--- src/rtl/dcache_pkg.sv ---
// Shared dcache widths and the writeback engine state encoding.
package dcache_pkg;

    localparam int INDEX_W    = 6;
    localparam int WAY_W      = 3;
    localparam int OFFSET_W   = 2;
    localparam int LINE_BEATS = 4;
    localparam int BEAT_W     = 128;
    localparam int BEAT_BYTES = 16;
    localparam int LINE_OFS_W = 6;
    localparam int CNT_W      = 3;

    typedef enum logic [2:0] {
        WB_IDLE,
        WB_RD,
        WB_AW,
        WB_W,
        WB_B
    } wback_state_e;

endpackage

--- src/rtl/dcache_wback_line_buf.sv ---
// Victim line staging buffer: 4 x 128 b, one write port (capture) and one read port (W beat).
module dcache_wback_line_buf
    import dcache_pkg::*;
(
    input  logic                clock,
    input  logic                wr_en,
    input  logic [OFFSET_W-1:0] wr_idx,
    input  logic [BEAT_W-1:0]   wr_data,
    input  logic [OFFSET_W-1:0] rd_idx,
    output logic [BEAT_W-1:0]   rd_data
);

    logic [BEAT_W-1:0] mem [LINE_BEATS];

    // NOTE: storage has no reset; every entry is rewritten before the burst that reads it.
    always_ff @(posedge clock) begin
        if (wr_en) begin
            mem[wr_idx] <= wr_data;
        end
    end

    assign rd_data = mem[rd_idx];

endmodule

--- src/rtl/dcache_wback.sv ---
// Dirty-line writeback engine: reads a victim line from the data array, then writes it as one 4-beat burst.
// Optional B-response error flag enabled by defining DCACHE_WBACK_RESP_CHK_EN.
module dcache_wback
    import dcache_pkg::*;
#(
    parameter int TAG_W  = 20,
    parameter int ADDR_W = 32
) (
    input  logic                clock,
    input  logic                reset,
    input  logic                wback_req_valid,
    output logic                wback_req_ready,
    input  logic [INDEX_W-1:0]  wback_req_index,
    input  logic [WAY_W-1:0]    wback_req_way,
    input  logic [TAG_W-1:0]    wback_req_tag,
    output logic                wback_busy,
    output logic                wback_done,
    input  logic                wback_array_gnt,
    output logic                wback2data_array_valid,
    output logic [INDEX_W-1:0]  wback2data_array_index,
    output logic [WAY_W-1:0]    wback2data_array_way,
    output logic [OFFSET_W-1:0] wback2data_array_offset,
    output logic                wback2data_array_ready,
    input  logic [BEAT_W-1:0]   data_array2wback_rdata,
    output logic                mem_aw_valid,
    input  logic                mem_aw_ready,
    output logic [ADDR_W-1:0]   mem_aw_addr,
    output logic                mem_w_valid,
    input  logic                mem_w_ready,
    output logic [BEAT_W-1:0]   mem_w_data,
    output logic                mem_w_last,
    input  logic                mem_b_valid,
`ifdef DCACHE_WBACK_RESP_CHK_EN
    input  logic [1:0]          mem_b_resp,
    output logic                wback_err,
`endif
    output logic                mem_b_ready
);

    wback_state_e        state;
    logic [INDEX_W-1:0]  index_q;
    logic [WAY_W-1:0]    way_q;
    logic [TAG_W-1:0]    tag_q;
    logic [CNT_W-1:0]    issue_cnt;
    logic [CNT_W-1:0]    cap_cnt;
    logic                cap_pend;
    logic [OFFSET_W-1:0] beat;
    logic                req_ready_q;
    logic                done_q;
    logic                aw_valid_q;
    logic                w_valid_q;
    logic                b_ready_q;
    logic                rd_strobe;
    logic [BEAT_W-1:0]   buf_rdata;
`ifdef DCACHE_WBACK_RESP_CHK_EN
    logic                err_q;
`endif

    // At most one captured-but-unread beat may be outstanding, so the array holder never gets overrun.
    assign rd_strobe = (state == WB_RD) && wback_array_gnt
                    && (issue_cnt < CNT_W'(LINE_BEATS))
                    && ((issue_cnt - cap_cnt) <= CNT_W'(1));

    // NOTE: non-blocking assignments so every register updates from the same pre-edge values.
    always_ff @(posedge clock or negedge reset) begin
        if (!reset) begin
            state       <= WB_IDLE;
            index_q     <= '0;
            way_q       <= '0;
            tag_q       <= '0;
            issue_cnt   <= '0;
            cap_cnt     <= '0;
            cap_pend    <= 1'b0;
            beat        <= '0;
            req_ready_q <= 1'b0;
            done_q      <= 1'b0;
            aw_valid_q  <= 1'b0;
            w_valid_q   <= 1'b0;
            b_ready_q   <= 1'b0;
`ifdef DCACHE_WBACK_RESP_CHK_EN
            err_q       <= 1'b0;
`endif
        end else begin
            done_q   <= 1'b0;
            cap_pend <= rd_strobe;
            if (rd_strobe) begin
                issue_cnt <= issue_cnt + CNT_W'(1);
            end
            if (cap_pend) begin
                cap_cnt <= cap_cnt + CNT_W'(1);
            end

            case (state)
                WB_IDLE: begin
                    // Ready stays low in the done cycle, so a new request lands no earlier than the one after.
                    if (wback_req_valid && req_ready_q) begin
                        index_q     <= wback_req_index;
                        way_q       <= wback_req_way;
                        tag_q       <= wback_req_tag;
                        issue_cnt   <= '0;
                        cap_cnt     <= '0;
                        req_ready_q <= 1'b0;
                        state       <= WB_RD;
                    end else begin
                        req_ready_q <= 1'b1;
                    end
                end
                WB_RD: begin
                    if (cap_pend && (cap_cnt == CNT_W'(LINE_BEATS - 1))) begin
                        aw_valid_q <= 1'b1;
                        state      <= WB_AW;
                    end
                end
                WB_AW: begin
                    if (mem_aw_ready) begin
                        aw_valid_q <= 1'b0;
                        w_valid_q  <= 1'b1;
                        beat       <= '0;
                        state      <= WB_W;
                    end
                end
                WB_W: begin
                    if (mem_w_ready) begin
                        beat <= beat + OFFSET_W'(1);
                        if (beat == OFFSET_W'(LINE_BEATS - 1)) begin
                            w_valid_q <= 1'b0;
                            b_ready_q <= 1'b1;
                            state     <= WB_B;
                        end
                    end
                end
                WB_B: begin
                    if (mem_b_valid) begin
                        b_ready_q <= 1'b0;
                        done_q    <= 1'b1;
                        state     <= WB_IDLE;
`ifdef DCACHE_WBACK_RESP_CHK_EN
                        if (mem_b_resp != 2'b00) begin
                            err_q <= 1'b1;
                        end
`endif
                    end
                end
                default: state <= WB_IDLE;
            endcase
        end
    end

    dcache_wback_line_buf u_line_buf (
        .clock   (clock),
        .wr_en   (cap_pend),
        .wr_idx  (cap_cnt[OFFSET_W-1:0]),
        .wr_data (data_array2wback_rdata),
        .rd_idx  (beat),
        .rd_data (buf_rdata)
    );

    assign wback_req_ready         = req_ready_q;
    assign wback_busy              = (state != WB_IDLE);
    assign wback_done              = done_q;
    assign wback2data_array_valid  = rd_strobe;
    assign wback2data_array_index  = index_q;
    assign wback2data_array_way    = way_q;
    assign wback2data_array_offset = issue_cnt[OFFSET_W-1:0];
    assign wback2data_array_ready  = cap_pend;
    assign mem_aw_valid            = aw_valid_q;
    assign mem_aw_addr             = ADDR_W'({tag_q, index_q, {LINE_OFS_W{1'b0}}});
    assign mem_w_valid             = w_valid_q;
    assign mem_w_data              = w_valid_q ? buf_rdata : '0;
    assign mem_w_last              = w_valid_q && (beat == OFFSET_W'(LINE_BEATS - 1));
    assign mem_b_ready             = b_ready_q;
`ifdef DCACHE_WBACK_RESP_CHK_EN
    assign wback_err               = err_q;
`endif

endmodule

--- config.mk ---
export PLATFORM = sky130hd
export DESIGN_NAME = dcache_wback
export DESIGN_NICKNAME = d
export VERILOG_FILES = /design/src/rtl/dcache_pkg.sv /design/src/rtl/dcache_wback_line_buf.sv /design/src/rtl/dcache_wback.sv
export SDC_FILE = /design/constraint.sdc
export NUM_CORES = 1
export LEC_CHECK = 0
export CAP_MARGIN = 20
export CORE_MARGIN = 8
export CORE_UTILIZATION = 54
export DETAILED_ROUTE_END_ITERATION = 7
export GPL_TIMING_DRIVEN = 0
export PLACE_DENSITY = 0.8
export SLEW_MARGIN = 0
export SYNTH_ARGS = -nofsm -noshare
export SYNTH_HDL_FRONTEND = slang
export SYNTH_SLANG_ARGS = --single-unit
--- constraint.sdc ---
create_clock -name clock -period 4.7 [get_ports clock]
set_input_delay 0.94 -clock clock [delete_from_list [all_inputs] [get_ports clock]]
set_output_delay 0.94 -clock clock [all_outputs]
set_load 0.01 [all_outputs]
==> results.yml <==
synth:
  yosysUniqueCellTypes: 43
  syn-cell-area_um2: 21500
  synth_ff_type: "edfxtp_1"
  synth_seq_cells: 558
  synthArstFlopShare_pct: 8.24
  synth-edff-count: 512
  synthCells: 983
  synth_top_area_share_pct: 71.4
  synthTopCellsByCount: "512 x edfxtp_1, 133 x and2_1, 128 x mux4_2"
  yosysMostFrequentCell: "edfxtp_1"
  avgSynthCellArea_um2: 21.9
  synth_area_leader_cell: "edfxtp_1"
  seq_area_frac_synth_pct: 76.7
  synthTopCellsByArea: "edfxtp_1 71%, mux4_2 13%, dfrtp_1 5.3%, and2_1 3.9%, mux2_4 1.4%"
  yosysWarnings: 0
clock_network:
  post_cts_buffers: 0
  cts_tree: "yes"
  clkSinkCount: 558
  clk_pin_slew_ns: 0.06
  cts.repair.resized: 0
  insertion_delay_ns: 0.59
  cts_made_buffers: 54
  cts-hold-fix-buffers: 0
  h-tree-depth: 2
  cts_root_buf: "clkbuf_16"
  cts_buffer_depth: 3
timing:
  max_freq_mhz: 240
  tightest_slew_ns: 1.02
  maxSlewHeadroom_pct: 31.9
  finalCriticalPeriod_ns: 4.16
  rsz0062_at_grt: "no"
  timing.hold.ws_ns: 0.271
  setup_viol: 0
  hold_viol: 0
  post-route-period-util_pct: 88.5
  fin_skew_ns: 0.0129
  final_max_slew_viol_count: 0
pwr:
  netSwitchingFraction_pct: 28.5
  power_frac_comb_pct: 37.0
  power_switching_mw: 4.72
  clock_power_share_pct: 25.8
  power.density_nw_per_um2: 599
  seqPwrFrac_pct: 37.2
  internal_power_mw: 11.8
  p_leak_nw: 9.16
  ir_worst_vdd_mv: 0.390
global_route:
  grt_antenna_before_repair: 7
  first_global_vias: 11600
  grtUsageTotal_pct: 20.4
  grt_max_degree: 59
  grt_pass1_wl_um: 72300
  grt.overflow.total: 0
route:
  drtPass1Iterations: 5
  via_per_inst: 5.52
  ant_nets: 0
  drcViolationCount: 0
  detail_route.wl_per_cell_um: 24.6
  num_vias: 10800
  finalWirelength_um: 48200
  drtIter0Drc: 773
setup_path:
  start_kind: "register"
  cp_data_required_time_ns: 3.76
  critPathKind: "register to output port"
  crit_path_frequent_cell: "clkbuf_1"
  max_stage_delay_ns: 0.79
  critPathCaptureType: "output port"
  cp_max_fo: 10
  crit_arrival_ns: 3.22
  crit_path_cell_trace: "clkbuf_1 > clkbuf_1 > and2_1 > clkdlybuf4s50_1"
  cp_slowest_cell: "clkbuf_1"
floorplanning:
  fp.dieArea_um2: 46500
  initial_core_util_pct: 54.5
  ioPinCount: 344
  core_area_um2: 39500
  die-width_um: 216
  die_h_um: 216
  num_rows: 73
flow_run:
  maxCapViolations: 0
final_layout:
  fillCellCount: 2408
  layout.nets: 1563
  instances_no_fill: 1961
  area_growth_pct: 28.1
  post_route_cells_drive_above_1_share_pct: 19.4
place:
  gp_congestion: 0.764
  hpwl_um: 31500
  dp.cells: 1859
  io_buffers: 337
status:
  status: "complete, no violations"
hold_path:
  hold_class: "input port to async pin"
[critical path: cells and delay by family, from the launching register on]
kind                   cells  cell delay (ns)
buffers and inverters      3             1.89
and+or+nand+nor            1             0.30
DFF                        1             0.45
[layer usage]
metal,vias up,global-route usage (%),wire length [um]
met5,-,0,25
met4,4,6.26,930
met3,61,5.08,3410
met2,394,34.2,24900
met1,5606,26.2,18900
li1,4765,-,-
[final timing paths]
kind | from | to | slack, ns | depth (start not counted)
max | mem_w_valid$_DFFE_PN0P_ | mem_w_data[126] | 0.54 | 4
min | reset | tag_q[2]$_DFFE_PN0P_ | 0.27 | 1
max reg2reg | wback2data_array_ready$_DFF_PN0_ | u_line_buf.mem[3][91]$_DFFE_PP_ | 2.09 | 4
min reg2reg | tag_q[13]$_DFFE_PN0P_ | tag_q[13]$_DFFE_PN0P_ | 0.50 | 1
max in group asynchronous | reset | beat[0]$_DFFE_PN0P_ | 3.94 | 2
min in group clock | tag_q[13]$_DFFE_PN0P_ | tag_q[13]$_DFFE_PN0P_ | 0.50 | 1
[power by group through the flow]
stage / clock [mW] / combinational (mW) / sequential, mW
finish: 4.26 / 6.13 / 6.15
global route: 4.52 / 6.55 / 6.19
CTS: 4.34 / 6.27 / 6.15
detailed placement: 0 / 6.20 / 6.25
global placement: 0 / 6.06 / 6.36
floorplan: 0 / 3.16 / 6.34
[registers in the layout, indices dropped and copies added, names as in the netlist]
register,cells
mem_b_ready,1
beat,2
wback_done,1
wback2data_array_way,3
mem_w_valid,1
u_line_buf.mem,512
wback_req_ready,1
tag_q,20
state,3
mem_aw_valid,1
issue_cnt,3
wback2data_array_ready,1
cap_cnt,3
wback2data_array_index,6
[metrics by stage]
stage                     area, um^2  TNS, ns  setup slack [ns]  utilization, %  power, mW
after CTS                      27600        0             0.330            69.8       16.8
after global placement         25600  -979.58             -1.95            64.7       12.4
final                          27600        0             0.539            69.8       16.5
after floorplan                21600        0             0.513               -       9.50
after global routing           27600        0             0.321            69.8       17.3
after detailed placement       25800        0             0.937            65.3       12.4
[cell families after synthesis]
logic type | share of synthesized area (%)
muxes | 15.4
AOI/OAI and AO/OA | 0.610
other | 0.0174
xor gates and xnor gates | 0.122
adders and majority gates | 0.558
and+or+nand+nor | 4.57
buffers and inverters | 1.96
DFF | 76.7
[cell type report]
class | count | area, um^2 | area share, %
Clock inverter | 25 | 270 | 0.979
Tap cell | 525 | 657 | 2.38
Multi-Input combinational cell | 356 | 4620 | 16.7
Sequential cell | 558 | 16500 | 59.9
Timing Repair Buffer | 346 | 3610 | 13.1
Clock buffer | 72 | 1480 | 5.37
Inverter | 10 | 37.5 | 0.136
Antenna cell | 5 | 12.5 | 0.0453
Buffer | 64 | 385 | 1.40
[cell usage in the layout, fill, tap and decap left out, types with 10 or more instances in the layout]
cell	count
clkbuf_16	57
mux2_4	20
clkinv_1	10
mux4_2	128
and2_1	129
clkbuf_1	39
inv_1	10
buf_4	24
edfxtp_1	512
clkdlybuf4s50_1	336
dfrtp_1	46
Power figures use the tool's default switching activity.
